--- src/rtl/range_frame_sender.sv ---
// Transmit side of the go/finish framed sample protocol: buffers samples in a
// circular FIFO and, on a start command, emits one contiguous frame of len words.
module range_frame_sender #(
    parameter int WIDTH = 16,
    parameter int DEPTH = 8,
    parameter int LENW  = $clog2(DEPTH + 1)
) (
    input  logic             clock,
    input  logic             reset,
    input  logic [WIDTH-1:0] in_data,
    input  logic             in_valid,
    output logic             in_ready,
    input  logic             start,
    input  logic [LENW-1:0]  len,
    output logic             start_ready,
    output logic             busy,
    output logic [WIDTH-1:0] data_out,
    output logic             go,
    output logic             finish,
    output logic             done,
    output logic             cmd_error,
    output logic [LENW-1:0]  fifo_count
);

    localparam int PTRW = $clog2(DEPTH);

    typedef enum logic [1:0] {
        IDLE,
        ARM,
        SEND
    } state_t;

    state_t           state_q, state_d;
    logic [WIDTH-1:0] mem_q [DEPTH];
    logic [PTRW-1:0]  wr_ptr_q, wr_ptr_d;
    logic [PTRW-1:0]  rd_ptr_q, rd_ptr_d;
    logic [LENW-1:0]  count_q, count_d;
    logic [LENW-1:0]  remaining_q, remaining_d;
    logic             first_q, first_d;
    logic             done_q, done_d;
    logic             cmd_error_q, cmd_error_d;
    logic             push;
    logic             pop;
    logic             len_ok;

    assign in_ready = (count_q != LENW'(DEPTH));
    assign push     = in_valid && in_ready;
    assign pop      = (state_q == SEND);
    // A one-word frame would need go and finish together, so it is refused.
    assign len_ok   = (len >= LENW'(2)) && (len <= LENW'(DEPTH));

    always_comb begin
        wr_ptr_d = wr_ptr_q;
        rd_ptr_d = rd_ptr_q;
        count_d  = count_q;
        if (push) begin
            wr_ptr_d = wr_ptr_q + PTRW'(1);
        end
        if (pop) begin
            rd_ptr_d = rd_ptr_q + PTRW'(1);
        end
        if (push && !pop) begin
            count_d = count_q + LENW'(1);
        end else if (!push && pop) begin
            count_d = count_q - LENW'(1);
        end
    end

    always_comb begin
        state_d     = state_q;
        remaining_d = remaining_q;
        first_d     = 1'b0;
        done_d      = 1'b0;
        cmd_error_d = 1'b0;
        unique case (state_q)
            IDLE: begin
                if (start) begin
                    if (len_ok) begin
                        remaining_d = len;
                        state_d     = ARM;
                    end else begin
                        cmd_error_d = 1'b1;
                    end
                end
            end
            ARM: begin
                // Waiting for the whole frame keeps SEND free of gaps.
                if (count_q >= remaining_q) begin
                    state_d = SEND;
                    first_d = 1'b1;
                end
            end
            SEND: begin
                remaining_d = remaining_q - LENW'(1);
                if (remaining_q == LENW'(1)) begin
                    state_d = IDLE;
                    done_d  = 1'b1;
                end
            end
            default: state_d = IDLE;
        endcase
    end

    always_ff @(posedge clock or posedge reset) begin
        if (reset) begin
            state_q     <= IDLE;
            wr_ptr_q    <= '0;
            rd_ptr_q    <= '0;
            count_q     <= '0;
            remaining_q <= '0;
            first_q     <= 1'b0;
            done_q      <= 1'b0;
            cmd_error_q <= 1'b0;
        end else begin
            state_q     <= state_d;
            wr_ptr_q    <= wr_ptr_d;
            rd_ptr_q    <= rd_ptr_d;
            count_q     <= count_d;
            remaining_q <= remaining_d;
            first_q     <= first_d;
            done_q      <= done_d;
            cmd_error_q <= cmd_error_d;
        end
    end

    always_ff @(posedge clock) begin
        if (push) begin
            mem_q[wr_ptr_q] <= in_data;
        end
    end

    assign data_out    = (state_q == SEND) ? mem_q[rd_ptr_q] : '0;
    assign go          = (state_q == SEND) && first_q;
    assign finish      = (state_q == SEND) && (remaining_q == LENW'(1));
    assign done        = done_q;
    assign cmd_error   = cmd_error_q;
    assign busy        = (state_q != IDLE);
    assign start_ready = (state_q == IDLE);
    assign fifo_count  = count_q;

endmodule
--- config.mk ---
export PLATFORM = sky130hd
export DESIGN_NAME = range_frame_sender
export DESIGN_NICKNAME = d
export VERILOG_FILES = /design/src/rtl/range_frame_sender.sv
export SDC_FILE = /design/constraint.sdc
export NUM_CORES = 1
export LEC_CHECK = 0
export CORE_AREA = 2 2 122 124
export DETAILED_ROUTE_END_ITERATION = 6
export DIE_AREA = 0 0 124 126
export GPL_TIMING_DRIVEN = 0
export PLACE_DENSITY_LB_ADDON = 0.12
export SKIP_CTS_REPAIR_TIMING = 1
export SYNTH_ARGS = -nofsm -noshare
export SYNTH_HDL_FRONTEND = slang
export SYNTH_SLANG_ARGS = --single-unit
--- constraint.sdc ---
create_clock -name clock -period 3.1 [get_ports clock]
set_clock_uncertainty 0.15 [all_clocks]
set_input_delay 0.62 -clock clock [delete_from_list [all_inputs] [get_ports clock]]
set_output_delay 0.62 -clock clock [all_outputs]
set_load 0.005 [all_outputs]
-- After elaboration in Yosys (flattened, before gate mapping)
Memories as Yosys holds them, arrays and structs flattened.
Index checks and enable logic that the tools add are counted.
- bits in writable memories: 128
- register bits: 19
- bits of input ports: 24
- memories kept: 1
- memory list (name ; depth ; width ; read ports ; clocked after memory_dff ; wr ports ; line ; RTL):
    mem_q ; 8 ; 16 ; 1 ; 0 ; 1 ; 34 ; logic [WIDTH-1:0] mem_q [DEPTH];
- muxes and demuxes: 20
- magnitude comparators: 3
- $add $sub $neg: 5
- equality and inequality tests: 8
- reductions and logical operators: 14
- operators with widths (kind ; count):
    16-bit 2-to-1 mux ; 1
    4-bit 2-to-1 mux ; 4
    1-bit 2-to-1 mux ; 9
    2-bit 2-to-1 mux ; 4
    4-bit one-hot mux with 2 select lines ; 1
    4-bit by 1-bit subtractor with 4-bit output (second input constant) ; 2
    3-bit by 1-bit adder with 3-bit output (second input constant) ; 2
    1-bit logical AND ; 6
    2-bit one-hot mux with 3 select lines ; 1
    2-bit nonzero test ; 3
    4-bit by 1-bit adder with 4-bit output (second input constant) ; 1
    4-bit by 1-bit == test with 1-bit output (second input constant) ; 1
    4-bit by 2-bit greater-or-equal comparator with 1-bit output (second input constant) ; 1
    4-bit greater-or-equal comparator ; 1
    4-bit less-or-equal comparator (second input constant) ; 1
    2-bit by 1-bit != test with 1-bit output (second input constant) ; 2
    2-bit != test (second input constant) ; 2
    4-bit != test (second input constant) ; 1
    4-bit AND reduction ; 1
    3-bit AND reduction ; 1
    2-bit by 1-bit == test with 1-bit output (second input constant) ; 1
    2-bit == test (second input constant) ; 1
    1-bit logical NOT ; 2
    2-bit logical NOT ; 1

-- Depth between registers and ports, before layout
- word-level depth: 6
- mapped depth: 10
- mapped depth without buffers: 10

-- Worst setup path after synthesis
OpenSTA, ideal clock, no wires.
- path kind: register to register
- start: reg count_q[0] (netlist: fifo_count[0])
- end: mem mem_q[0][0] (enable)
- path slack: 501 ps
- stages on the path, launching flop included: 6
- period minus slack after synthesis: 2599 ps
- setup time: 409 ps
- arrival: 2039 ps
- path buffers: 0
- cells stage by stage: dfrtp_1 or4b_1 nand2_1 inv_2 nand2b_1 nor3_1
- cells in the longest elaborated chain, start to end: 4
- RTL lines (element ; line ; RTL):
    start: declaration ; 37 ; logic [LENW-1:0] count_q, count_d;
    start signal: assignment ; 118 ; count_q <= count_d;
    4-bit != test ; 46 ; assign in_ready = (count_q != LENW'(DEPTH));
    named net in_ready ; 12 ; output logic in_ready,
    1-bit logical AND ; 47 ; assign push = in_valid && in_ready;
    named net push ; 42 ; logic push;
    1-bit 2-to-1 mux ; 127 ; if (push) begin
    1-bit 2-to-1 mux (implied by the code) ; 128 ; mem_q[wr_ptr_q] <= in_data;
    end: declaration ; 34 ;
The timed path passes the listed nets, and every way through them passes these cells.

-- Worst setup path in the final report
- start: reg rd_ptr_q[0]
- end: out data_out[1]
- cells in the longest elaborated chain, start to end: 2
- RTL lines (element ; line ; RTL):
    start: declaration ; 36 ; logic [PTRW-1:0] rd_ptr_q, rd_ptr_d;
    start signal: assignment ; 117 ; rd_ptr_q <= rd_ptr_d;
    memory 8 x 16 bit ; -- ;
    16-bit 2-to-1 mux ; 132 ; assign data_out = (state_q == SEND) ? mem_q[rd_ptr_q] : '0;
    end: declaration ; 17 ; output logic [WIDTH-1:0] data_out,
Every way passes these cells.

==> run summary <==
most used cell, CP: buf_6
Clock Latency Late Sink: 0.41 ns
deepest clock path buffer count: 2
slowest cell on the critical path: mux4_2
Peak supply drop: 0.000472 V
Top FF cell, synth: edfxtp_1
Worst Path Max Fanout: 6
die area: 15600 sq um
largest net degree at the start of global routing: 20
worst-margin pin slew: 0.767 ns
Synth cell types: 39
status: complete, no violations
crit path capture: data_out[1]
Worst slew margin: 48.8%
Vias: 3151
final net count: 442
top post-synthesis cells by area: edfxtp_1 (65%), mux4_2 (12%), dfrtp_1 (8.0%), a22o_1 (2.5%), ha_1 (2.3%)
Non-Filler Instances: 603
final core utilization: 53.7%
WP data required: 2.33 ns
Ys Warns: 0
antenna cells: 0
Die W: 124 microns
RD Place Congestion: 0.771
syn nets: 351
pwr/cell area: 905 nW/um^2
Syn Std Cell Area: 5950 sq um
Synth top area share: 64.6%
cts bufs inserted: 17
Routed wire per std cell: 20.1 microns
Setup CP Type: reg -> out
synthesized instance count: 315
#FFs+latches synth: 147
core area: 14300 sq um
Port Buffer Count: 50
# H-tree levels: 4
Net Sw Power: 1.96 mW
worst hold path type: reg -> reg
mean post-synth cell area: 18.9 sq um
crit end category: output pin
CTS clk-pin slew, worst paths: 0.06 ns
layout cells sized above 1: 26.3%
final hold violations: 0
Fmax: 330 MHz
initial drt markers: 279
final worst path period share: 97.7%
die height: 126 microns
DR DRC count: 0
Worst R2R Path Depth: 10
Synth area leader: edfxtp_1
MaxCap Viol Count: 0
vias per cell: 5.23
CP Launch Point: rd_ptr_q[0]
overall routed net length: 12100 microns
DP Wirelength: 7750 microns
DR pass1 iterations: 6
CTS tree: built
IO Count: 51
grt ovf: 0
Reg2Reg Setup Slack: 0.42 ns
commonest non-fill, non-tap cell in the layout: edfxtp_1
Comb pwr share: 33.1%
Pint: 5.00 mW
Rows: 44
min Tclk post-route: 3.03 ns
most frequent cells in the layout: edfxtp_1 (128), clkdlybuf4s50_1 (38), mux4_2 (32)
Final setup viols: 0
Final Max Tran Viols: 0
Clock Sinks: 147
clk root buf: clkbuf_16
switching portion of total power: 28.2%
Worst R2R Start: fifo_count[1]
Worst Path Arrival: 2.26 ns
initial antenna violation count: 0
max incr delay on CP: 0.49 ns
Reg power frac: 38.7%
first-pass GRT wire length: 18600 microns
ys async rst share: 12.9%
Min Hold Slack: 0.375 ns
Setup crit start kind: register
starting density of the core: 41.5%
RR Endpoint: fifo_count[3]
critical path, cell by cell: buf_6, buf_6, mux4_2, a22o_1, clkdlybuf4s50_1
Fillers: 1162
number of global-route vias before repair: 3177
clock share of power: 28.1%
ANT nets after route: 0
placed cells: 559
number of flops mapped to enable cells by yosys: 128
Lkg Pwr: 2.88 nW
sequential area share after synthesis: 72.6%
total track usage: 16.6%
synthesis-to-layout area growth: 29.4%
final cells by class:
cell class / count / area (sq um) / area share [%]
flip-flops and latches: 147 / 4320 / 56.2
multi-input cells: 142 / 1550 / 20.1
repair buffers: 72 / 820 / 10.7
clock buffers: 22 / 464 / 6.04
well taps: 184 / 230 / 2.99
plain buffers: 13 / 151 / 1.97
clock inverters: 10 / 109 / 1.42
inverters: 13 / 51.3 / 0.667
per-layer routing:
metal	wire length [microns]	share of wire [%]	vias to the layer above	track usage, %
met1	5510	45	1607	23.5
met2	5820	48	81	25.1
met5	0	0	-	0
met4	144	1.2	0	5.35
li1	-	-	1451	-
met3	643	5.3	12	4.53
logic make-up (layout without fill, tap and decap cells):
kind of cell	count (synthesis)	after routing	synth area share, %
adders and majority gates	12	12	2.65
DFF	147	147	72.6
xor gates and xnor gates	6	6	0.884
muxes	33	33	12.3
AOI/OAI and AO/OA	38	38	5.01
and+or+nand+nor	53	53	4.52
buffers and inverters	26	130	1.98
through the flow:
step | power (mW) | instance area, sq um | worst slack, ns | setup TNS [ns]
2_1_floorplan | 4.00 | 5950 | 0.501 | 0
3_3_place_gp | 4.67 | 6680 | -1.38 | -72.63
3_5_place_dp | 4.82 | 6860 | -0.166 | -1.33
4_1_cts | 6.79 | 7430 | -0.613 | -7.99
5_1_grt | 7.35 | 7690 | -0.00644 | -0.00644
6_report | 6.96 | 7690 | 0.0725 | 0
synthesized netlist by cell type, drive strengths merged (5+ instances only):
library cell,count
a22o,17
buf,8
nand2b,6
clkbuf,5
nor2,13
dfrtp,19
inv,13
edfxtp,128
a21oi,5
and3,5
mux4,32
ha,11
nand2,15
xnor2,6
registers in the layout, summed over array words and instances, names as in the netlist:
signal,count
mem_q,128
fifo_count,4
remaining_q,4
rd_ptr_q,3
wr_ptr_q,3
state_q,2
cmd_error,1
done,1
first_q,1
worst min path at each step:
stage	slack (ns)	from	cells after the start	endpoint
floorplan	0.33	rd_ptr_q[2]	1	rd_ptr_q[2]
global placement	0.35	rd_ptr_q[2]	1	rd_ptr_q[2]
detailed placement	0.35	rd_ptr_q[2]	1	rd_ptr_q[2]
CTS	0.36	rd_ptr_q[2]	1	rd_ptr_q[2]
global route	0.40	remaining_q[2]	1	remaining_q[2]
finish	0.37	remaining_q[2]	1	remaining_q[2]
power by group through the flow:
stage | sequential [mW] | clock (mW) | combinational, mW
after CTS | 2.70 | 2.00 | 2.09
after global routing | 2.74 | 2.09 | 2.53
after global placement | 2.73 | 0 | 1.94
final | 2.70 | 1.96 | 2.31
after floorplan | 2.69 | 0 | 1.31
after detailed placement | 2.74 | 0 | 2.09
worst max-delay path, delay by kind of cell (launching register included):
family | cells | cell delay (ns)
AO/OA/AOI/OAI | 1 | 0.25
buffers and inverters | 3 | 0.74
flip-flops | 1 | 0.36
multiplexers | 1 | 0.49
(Power assumes the default switching activity.)
